==> config.mk <==
export PLATFORM = sky130hd
export DESIGN_NAME = fetch_stage_flat
export DESIGN_NICKNAME = d
export VERILOG_FILES = /design/src/rtl/fetch_stage_pkg.sv /design/src/rtl/fetch_stage_if.sv /design/src/rtl/fetch_stage_buffer.sv /design/src/rtl/fetch_stage.sv /design/src/flat_wrapper.sv
export SDC_FILE = /design/constraint.sdc
export NUM_CORES = 2
export LEC_CHECK = 0
export BUFFER_PORTS_ARGS = -buffer_cell sky130_fd_sc_hd__buf_4
export CAP_MARGIN = 20
export CORE_ASPECT_RATIO = 0.6
export CORE_MARGIN = 3
export CORE_UTILIZATION = 54
export DETAILED_ROUTE_END_ITERATION = 6
export PLACE_DENSITY = 0.81
export SYNTH_ARGS = -nofsm -noshare
export SYNTH_HDL_FRONTEND = slang
export SYNTH_HIERARCHICAL = 1
export SYNTH_SLANG_ARGS = --single-unit
==> constraint.sdc <==
create_clock -name clock -period 8.7 [get_ports clock]
set_input_delay 1.74 -clock clock [delete_from_list [all_inputs] [get_ports clock]]
set_output_delay 1.74 -clock clock [all_outputs]
set_load 0.02 [all_outputs]
==> src/rtl/fetch_stage_pkg.sv <==
// Shared definitions for the fetch stage slice: fetch/dispatch width, fetch
// buffer depth, the buffered {pc,inst} entry type and the word-select helper.
`ifndef WAYS
`define WAYS 3
`endif

package fetch_stage_pkg;

  localparam int unsigned WAYS     = `WAYS;
  localparam int unsigned FB_DEPTH = 8;

  typedef struct packed {
    logic [31:0] pc;
    logic [31:0] inst;
  } FB_ENTRY;

  // Each lane carries its own address, so a lane straddling into the next
  // 8-byte line simply picks a half of its own line.
  function automatic logic [31:0] word_sel(input logic [31:0] addr,
                                           input logic [63:0] line);
    return addr[2] ? line[63:32] : line[31:0];
  endfunction

endpackage

==> src/rtl/fetch_stage_if.sv <==
// Fetch <-> icache bus.
//   proc2Icache_addr  WAYS*32  lane i address (PC + 4*i)
//   proc2Icache_en    WAYS     lane enables
//   Icache_data_out   WAYS*64  line data per lane, same cycle as address
//   Icache_valid_out  WAYS     per-lane hit, same cycle as address
// master = fetch stage, slave = icache.
interface fetch_stage_if #(
  parameter int unsigned WAYS = fetch_stage_pkg::WAYS
);
  logic [WAYS*32-1:0] proc2Icache_addr;
  logic [WAYS-1:0]    proc2Icache_en;
  logic [WAYS*64-1:0] Icache_data_out;
  logic [WAYS-1:0]    Icache_valid_out;

  modport master (
    output proc2Icache_addr, proc2Icache_en,
    input  Icache_data_out, Icache_valid_out
  );

  modport slave (
    input  proc2Icache_addr, proc2Icache_en,
    output Icache_data_out, Icache_valid_out
  );
endinterface

==> src/rtl/fetch_stage_buffer.sv <==
// fetch_buffer: circular FIFO of {pc,inst} entries, up to WAYS enqueued and
// up to WAYS dequeued per cycle.
//   clock, reset  clock / synchronous active-high reset
//   flush         empties the buffer (pointers and count to 0)
//   enq_cnt       number of enq_data lanes written at tail this cycle
//   enq_data      entries to enqueue, lane 0 first
//   deq_cnt       entries popped this cycle (clamped to count)
//   head_data     entries at head..head+WAYS-1
//   count         registered occupancy, 0..FB_DEPTH
module fetch_buffer #(
  parameter int unsigned WAYS     = fetch_stage_pkg::WAYS,
  parameter int unsigned FB_DEPTH = fetch_stage_pkg::FB_DEPTH
) (
  input  logic                          clock,
  input  logic                          reset,
  input  logic                          flush,
  input  logic [$clog2(WAYS+1)-1:0]     enq_cnt,
  input  fetch_stage_pkg::FB_ENTRY      enq_data [WAYS],
  input  logic [$clog2(WAYS+1)-1:0]     deq_cnt,
  output fetch_stage_pkg::FB_ENTRY      head_data [WAYS],
  output logic [$clog2(FB_DEPTH):0]     count
);
  import fetch_stage_pkg::*;

  localparam int unsigned PTR_W = $clog2(FB_DEPTH);
  localparam int unsigned CNT_W = PTR_W + 1;
  localparam int unsigned ENQ_W = $clog2(WAYS + 1);

  logic [PTR_W-1:0] head_q, head_d, tail_q, tail_d;
  logic [CNT_W-1:0] count_q, count_d, deq_eff;
  FB_ENTRY          mem_q [FB_DEPTH];

  always_comb begin
    deq_eff = (CNT_W'(deq_cnt) > count_q) ? count_q : CNT_W'(deq_cnt);
    head_d  = head_q + PTR_W'(deq_eff);
    tail_d  = tail_q + PTR_W'(enq_cnt);
    count_d = count_q + CNT_W'(enq_cnt) - deq_eff;
    if (flush) begin
      head_d  = '0;
      tail_d  = '0;
      count_d = '0;
    end
  end

  always_ff @(posedge clock) begin
    if (reset) begin
      head_q  <= '0;
      tail_q  <= '0;
      count_q <= '0;
    end else begin
      head_q  <= head_d;
      tail_q  <= tail_d;
      count_q <= count_d;
    end
  end

  always_ff @(posedge clock) begin
    if (!reset && !flush) begin
      for (int unsigned i = 0; i < WAYS; i++) begin
        if (ENQ_W'(i) < enq_cnt) mem_q[tail_q + PTR_W'(i)] <= enq_data[i];
      end
    end
  end

  always_comb begin
    for (int unsigned i = 0; i < WAYS; i++) begin
      head_data[i] = mem_q[head_q + PTR_W'(i)];
    end
  end

  assign count = count_q;

  // Decode must never pop more than is buffered; the pop is clamped anyway.
  deq_within_count: assert property (
    @(posedge clock) disable iff (reset || flush) CNT_W'(deq_cnt) <= count_q
  );

endmodule

==> src/rtl/fetch_stage.sv <==
// fetch_stage: superscalar instruction fetch in front of the icache.
// Holds the PC, presents WAYS consecutive word addresses, accepts the leading
// run of hits, selects each 32-bit word from its 64-bit line and queues
// {pc,inst} into the fetch buffer that feeds decode. Redirect flushes and
// restarts fetch at redirect_pc.
//   clock, reset     clock / synchronous active-high reset
//   redirect_valid   flush and restart at redirect_pc
//   redirect_pc      new PC, bits [1:0] forced to 0
//   icache           fetch_stage_if.master (addr/en out, data/valid in)
//   deq_count        entries decode pops this cycle
//   fb_pc, fb_inst   PC / instruction of head+i
//   fb_valid         thermometer: bit i set iff buffered count > i
module fetch_stage #(
  parameter int unsigned WAYS     = fetch_stage_pkg::WAYS,
  parameter int unsigned FB_DEPTH = fetch_stage_pkg::FB_DEPTH
) (
  input  logic                      clock,
  input  logic                      reset,
  input  logic                      redirect_valid,
  input  logic [31:0]               redirect_pc,
  fetch_stage_if.master             icache,
  input  logic [$clog2(WAYS+1)-1:0] deq_count,
  output logic [WAYS*32-1:0]        fb_pc,
  output logic [WAYS*32-1:0]        fb_inst,
  output logic [WAYS-1:0]           fb_valid
);
  import fetch_stage_pkg::*;

  localparam int unsigned PTR_W = $clog2(FB_DEPTH);
  localparam int unsigned CNT_W = PTR_W + 1;
  localparam int unsigned ENQ_W = $clog2(WAYS + 1);

  logic [31:0]      pc_q, pc_d;
  logic [CNT_W-1:0] count, free;
  logic [WAYS-1:0]  en, hit;
  logic [ENQ_W-1:0] k;
  logic             run;
  logic [31:0]      lane_addr [WAYS];
  FB_ENTRY          enq_data  [WAYS];
  FB_ENTRY          head_data [WAYS];
  logic             unused_pc_lsbs;

  assign unused_pc_lsbs = ^redirect_pc[1:0];

  // Free slots use the registered count only; this cycle's dequeue is not credited.
  assign free = CNT_W'(FB_DEPTH) - count;

  always_comb begin
    for (int unsigned i = 0; i < WAYS; i++) begin
      lane_addr[i]                    = pc_q + (32'(i) << 2);
      en[i]                           = !reset && !redirect_valid && (CNT_W'(i) < free);
      hit[i]                          = en[i] & icache.Icache_valid_out[i];
      icache.proc2Icache_addr[i*32 +: 32] = lane_addr[i];
      icache.proc2Icache_en[i]        = en[i];
      enq_data[i].pc                  = lane_addr[i];
      enq_data[i].inst                = word_sel(lane_addr[i], icache.Icache_data_out[i*64 +: 64]);
    end
  end

  // Accept only the leading run of hits; anything after the first miss is refetched.
  always_comb begin
    k   = '0;
    run = 1'b1;
    for (int unsigned i = 0; i < WAYS; i++) begin
      if (run && hit[i]) k = k + ENQ_W'(1);
      else               run = 1'b0;
    end
  end

  always_comb begin
    pc_d = pc_q + (32'(k) << 2);
    if (redirect_valid) pc_d = {redirect_pc[31:2], 2'b00};
  end

  always_ff @(posedge clock) begin
    if (reset) pc_q <= '0;
    else       pc_q <= pc_d;
  end

  fetch_buffer #(
    .WAYS     (WAYS),
    .FB_DEPTH (FB_DEPTH)
  ) u_fetch_buffer (
    .clock     (clock),
    .reset     (reset),
    .flush     (redirect_valid),
    .enq_cnt   (k),
    .enq_data  (enq_data),
    .deq_cnt   (deq_count),
    .head_data (head_data),
    .count     (count)
  );

  always_comb begin
    for (int unsigned i = 0; i < WAYS; i++) begin
      fb_pc[i*32 +: 32]   = head_data[i].pc;
      fb_inst[i*32 +: 32] = head_data[i].inst;
      fb_valid[i]         = count > CNT_W'(i);
    end
  end

endmodule
==> src/flat_wrapper.sv <==
// flat-port wrapper written by rule: the top's interface ports become plain ports
module fetch_stage_flat import fetch_stage_pkg::*;
#(
  parameter int unsigned WAYS     = fetch_stage_pkg::WAYS,
  parameter int unsigned FB_DEPTH = fetch_stage_pkg::FB_DEPTH
)
  (clock, reset, redirect_valid, redirect_pc, deq_count, fb_pc, fb_inst, fb_valid, icache_proc2Icache_addr, icache_proc2Icache_en, icache_Icache_data_out, icache_Icache_valid_out);
  fetch_stage_if #(.WAYS(WAYS)) icache_i ();
  input  logic clock;
  input  logic reset;
  input  logic redirect_valid;
  input  logic [31:0] redirect_pc;
  input  logic [$clog2(WAYS+1)-1:0] deq_count;
  output logic [WAYS*32-1:0] fb_pc;
  output logic [WAYS*32-1:0] fb_inst;
  output logic [WAYS-1:0] fb_valid;
  output wire logic [$bits(icache_i.proc2Icache_addr)-1:0] icache_proc2Icache_addr;
  output wire logic [$bits(icache_i.proc2Icache_en)-1:0] icache_proc2Icache_en;
  input wire logic [$bits(icache_i.Icache_data_out)-1:0] icache_Icache_data_out;
  input wire logic [$bits(icache_i.Icache_valid_out)-1:0] icache_Icache_valid_out;
  assign icache_proc2Icache_addr = icache_i.proc2Icache_addr;
  assign icache_proc2Icache_en = icache_i.proc2Icache_en;
  assign icache_i.Icache_data_out = icache_Icache_data_out;
  assign icache_i.Icache_valid_out = icache_Icache_valid_out;
  fetch_stage #(.WAYS(WAYS), .FB_DEPTH(FB_DEPTH)) u_core (.clock(clock), .reset(reset), .redirect_valid(redirect_valid), .redirect_pc(redirect_pc), .icache(icache_i), .deq_count(deq_count), .fb_pc(fb_pc), .fb_inst(fb_inst), .fb_valid(fb_valid));
endmodule
==> run metrics <==
largest family of logic cells by synthesized area=multiplexers; main area contributors after synthesis=edfxtp_1 (37%), mux4_2 (10%), nand2_1 (9.9%); ant diodes=0; CTS resizes=0; RSZ-0062 raised after global routing=no; CTS H-tree depth=2; GR Util met2=56.36%; Async S/R FF share, synth=0%; failing checks=design-rule violations; vias per cell=roughly 6.9; multiplexer area fraction after synthesis=20.53%; clock sinks=552; Setup Viol. Count Final=0; # DRC=1; drt total wl=160,700 µm; Die Span Y=roughly 220 µm; Longest Clk Path Bufs=3; Final Critical Period=around 6.7 ns; clk_lat worst skew=about 0.63 ns; Global Route met3 Usage=between 10 and 15%; clock share of power=between 20% and 30%; final worst setup slack=1.985 ns; cell area power density=around 200 mW/mm²; Placer Congestion=between 0.9 and 1; XOR/XNOR Fraction of Synth Area=1.668%; full die area=about 0.080 mm²; port bufs=between 500 and 600; fmax=~150 MHz; post-synthesis adder-cell area fraction=less than 1%; sequential share of power=about a third; CTS tree=done; area fraction in compound gates after synthesis=between 10% and 20%; WL per Instance=28.45 µm; Setup Skew=0.02618 ns; drt pass-1 iters=7; P_sw=~0.0032 W; GR Util All Layers=between 30% and 40%; worst rel slew slack=just under 9%; GR Layer Usage met1=between 40% and 50%; post-synthesis cell count=4,609; Starting Density=about 55%; Clock Tree Root=clkbuf_16; Setup WS pre-CTS=2.070 ns; top cells by count, synth=nand2_1 (1,091), nor2_1 (634), edfxtp_1 (512); Clk pin slew, worst setup/hold paths=0.06 ns; Critical Path AT=between 4 and 5 ns; Area Growth Syn to Fin=10.88%; GRT overflow=0; WHS=0.6897 ns; ys flop type=edfxtp_1; max_cap viols=0; synth warn=6; fin nets=around 5,000; Fin. Hold Viols=0; final-layout fill cell count=between 6,000 and 7,000; switching part of the total=between 30% and 40%; DRT iter0 DRCs=6,455; Post-synth EDFFs=approximately 500; maximum VDD drop=between 0.15 and 0.2 mV; Post-DRT Antenna Nets=0; Leakage=between 15 and 20 nW; Internal=around 0.0058 W; first-pass GRT wire length=between 200,000 and 250,000 µm; worst slew pin tran=1.357 ns; most frequent cell after synthesis=nand2_1; Yosys reg bits=between 500 and 600; Hold/Removal Path Class=flop to flop; Synth cell types=approximately 70; Tcrit/Tclk final=77.18%; die width=between 300 and 400 µm; Hold Buf Count CTS=0; startpoint types=flop; Data required, critical path=between 6 and 7 ns; Critical Path Fanout Max=18; Total Neg Setup Slack=0 ns; DP Wirelength=roughly 96,000 µm; register area share after synthesis=38.99%; IO Pins=approximately 530; pin count of the biggest net entering global routing=about 220; Critical Path End Type=primary output; total vias in the final route=between 30,000 and 40,000; initial antenna violation count=2; Combinational Power Share=roughly 39%; CORE AREA=about 0.076 mm²; Num CTS Buffers=57; Most Used Layer, Global Route=met2; synthesized cell area=roughly 0.041 mm²; fin. max-slew vios=0; Syn Area/Cell=approximately 9.0 µm²; post-synth top area share=between 30 and 40%; FP Rows=78; leading area contributor after synthesis=edfxtp_1; final core utilization=60.67%; Simple-Gate Fraction of Synth Area=between 15 and 20%; critical setup path kind=flop to primary output; status=finished, violations left; vias in the first global route=36,620; post-CTS setup buffer count=0; layout cell share with drive strength beyond 1=about a quarter
metrics by stage:
step                area (µm²)  power (W)  instances
finish                   46010   0.009046       5648
global route             46010   0.009319       5648
CTS                      45940   0.008962       5644
detailed placement       44140   0.006539       5540
global placement         44140   0.006476       5540
floorplan                41540   0.005380       4620
power by group through the flow:
stage	combinational (W)	sequential [W]	clock (W)
2_1_floorplan	0.00235	0.00303	0
3_3_place_gp	0.00335	0.00313	0
3_5_place_dp	0.00341	0.00313	0
4_1_cts	0.00342	0.00308	0.00246
5_1_grt	0.00368	0.00308	0.00256
6_report	0.00349	0.00308	0.00247
logic make-up (layout without fill, tap and decap cells):
group           Yosys count  in the layout
compound gates          801            801
flops                   552            552
xor+xnor                 76             76
simple gates           1879           1879
mux                     575            575
fa+ha+maj                25             25
other cells               1             12
buf+inv                 700            728
worst paths after layout:
check	from	end	slack [ns]	cells past startpoint
max	u_core/pc_q[14]$_SDFF_PP0_	icache_proc2Icache_addr[60]	1.99	5
min	u_core/u_fetch_buffer/count[2]$_SDFF_PP0_	u_core/u_fetch_buffer/head_q[2]$_SDFF_PP0_	0.69	3
max reg2reg	u_core/u_fetch_buffer/count[0]$_SDFF_PP0_	u_core/u_fetch_buffer/mem_q[3][19]$_DFFE_PP_	3.28	10
min reg2reg	u_core/u_fetch_buffer/count[2]$_SDFF_PP0_	u_core/u_fetch_buffer/head_q[2]$_SDFF_PP0_	0.69	3
cell type report:
cell class / count / area [µm²] / share of cell area, %
tap: 1000 / 1251 / 2.720
inverter: 29 / 111.4 / 0.2421
timing repair buffer: 595 / 4569 / 9.932
sequential: 552 / 16190 / 35.19
clock inverter: 39 / 296.5 / 0.6446
multi-input combinational: 3368 / 22090 / 48.01
clock buffer: 65 / 1499 / 3.258
critical path, cell delays in order, from the launching register on:
cell and delay (ns):
dfxtp_1 0.96, nand4_1 0.49, nor4_1 1.21, nand4_1 0.47, xnor2_1 0.92, buf_4 0.28
layout by cell type (no fill, tap or decap), types with 21 or more instances in the layout:
master     Yosys  final
nand2_1     1091   1091
nor2_1       634    634
buf_4        102    588
edfxtp_1     512    512
a31oi_1      448    448
mux2_2       285    285
mux4_2       192    192
a21oi_1      171    171
o21ai_0      110    110
mux2i_1       94     94
clkbuf_16      0     59
xor2_1        41     40
dfxtp_1       40     36
xnor2_1       33     33
inv_1         28     27
o21ai_1       26     26
nand4_1       22     22
nand3_1       33     21
per-layer routing:
metal / routed length [µm] / up-vias
li1: - / 16240
met1: 54540 / 18140
met2: 67850 / 3758
met3: 29490 / 875
met4: 8767 / 4
met5: 24 / -
sequential cells by signal, indices dropped and copies added (netlist names):
name,flops
u_core/u_fetch_buffer/count,4
u_core/u_fetch_buffer/head_q,3
u_core/pc_q,30
u_core/u_fetch_buffer/tail_q,3
u_core/u_fetch_buffer/mem_q,512
(Power assumes the default switching activity.)
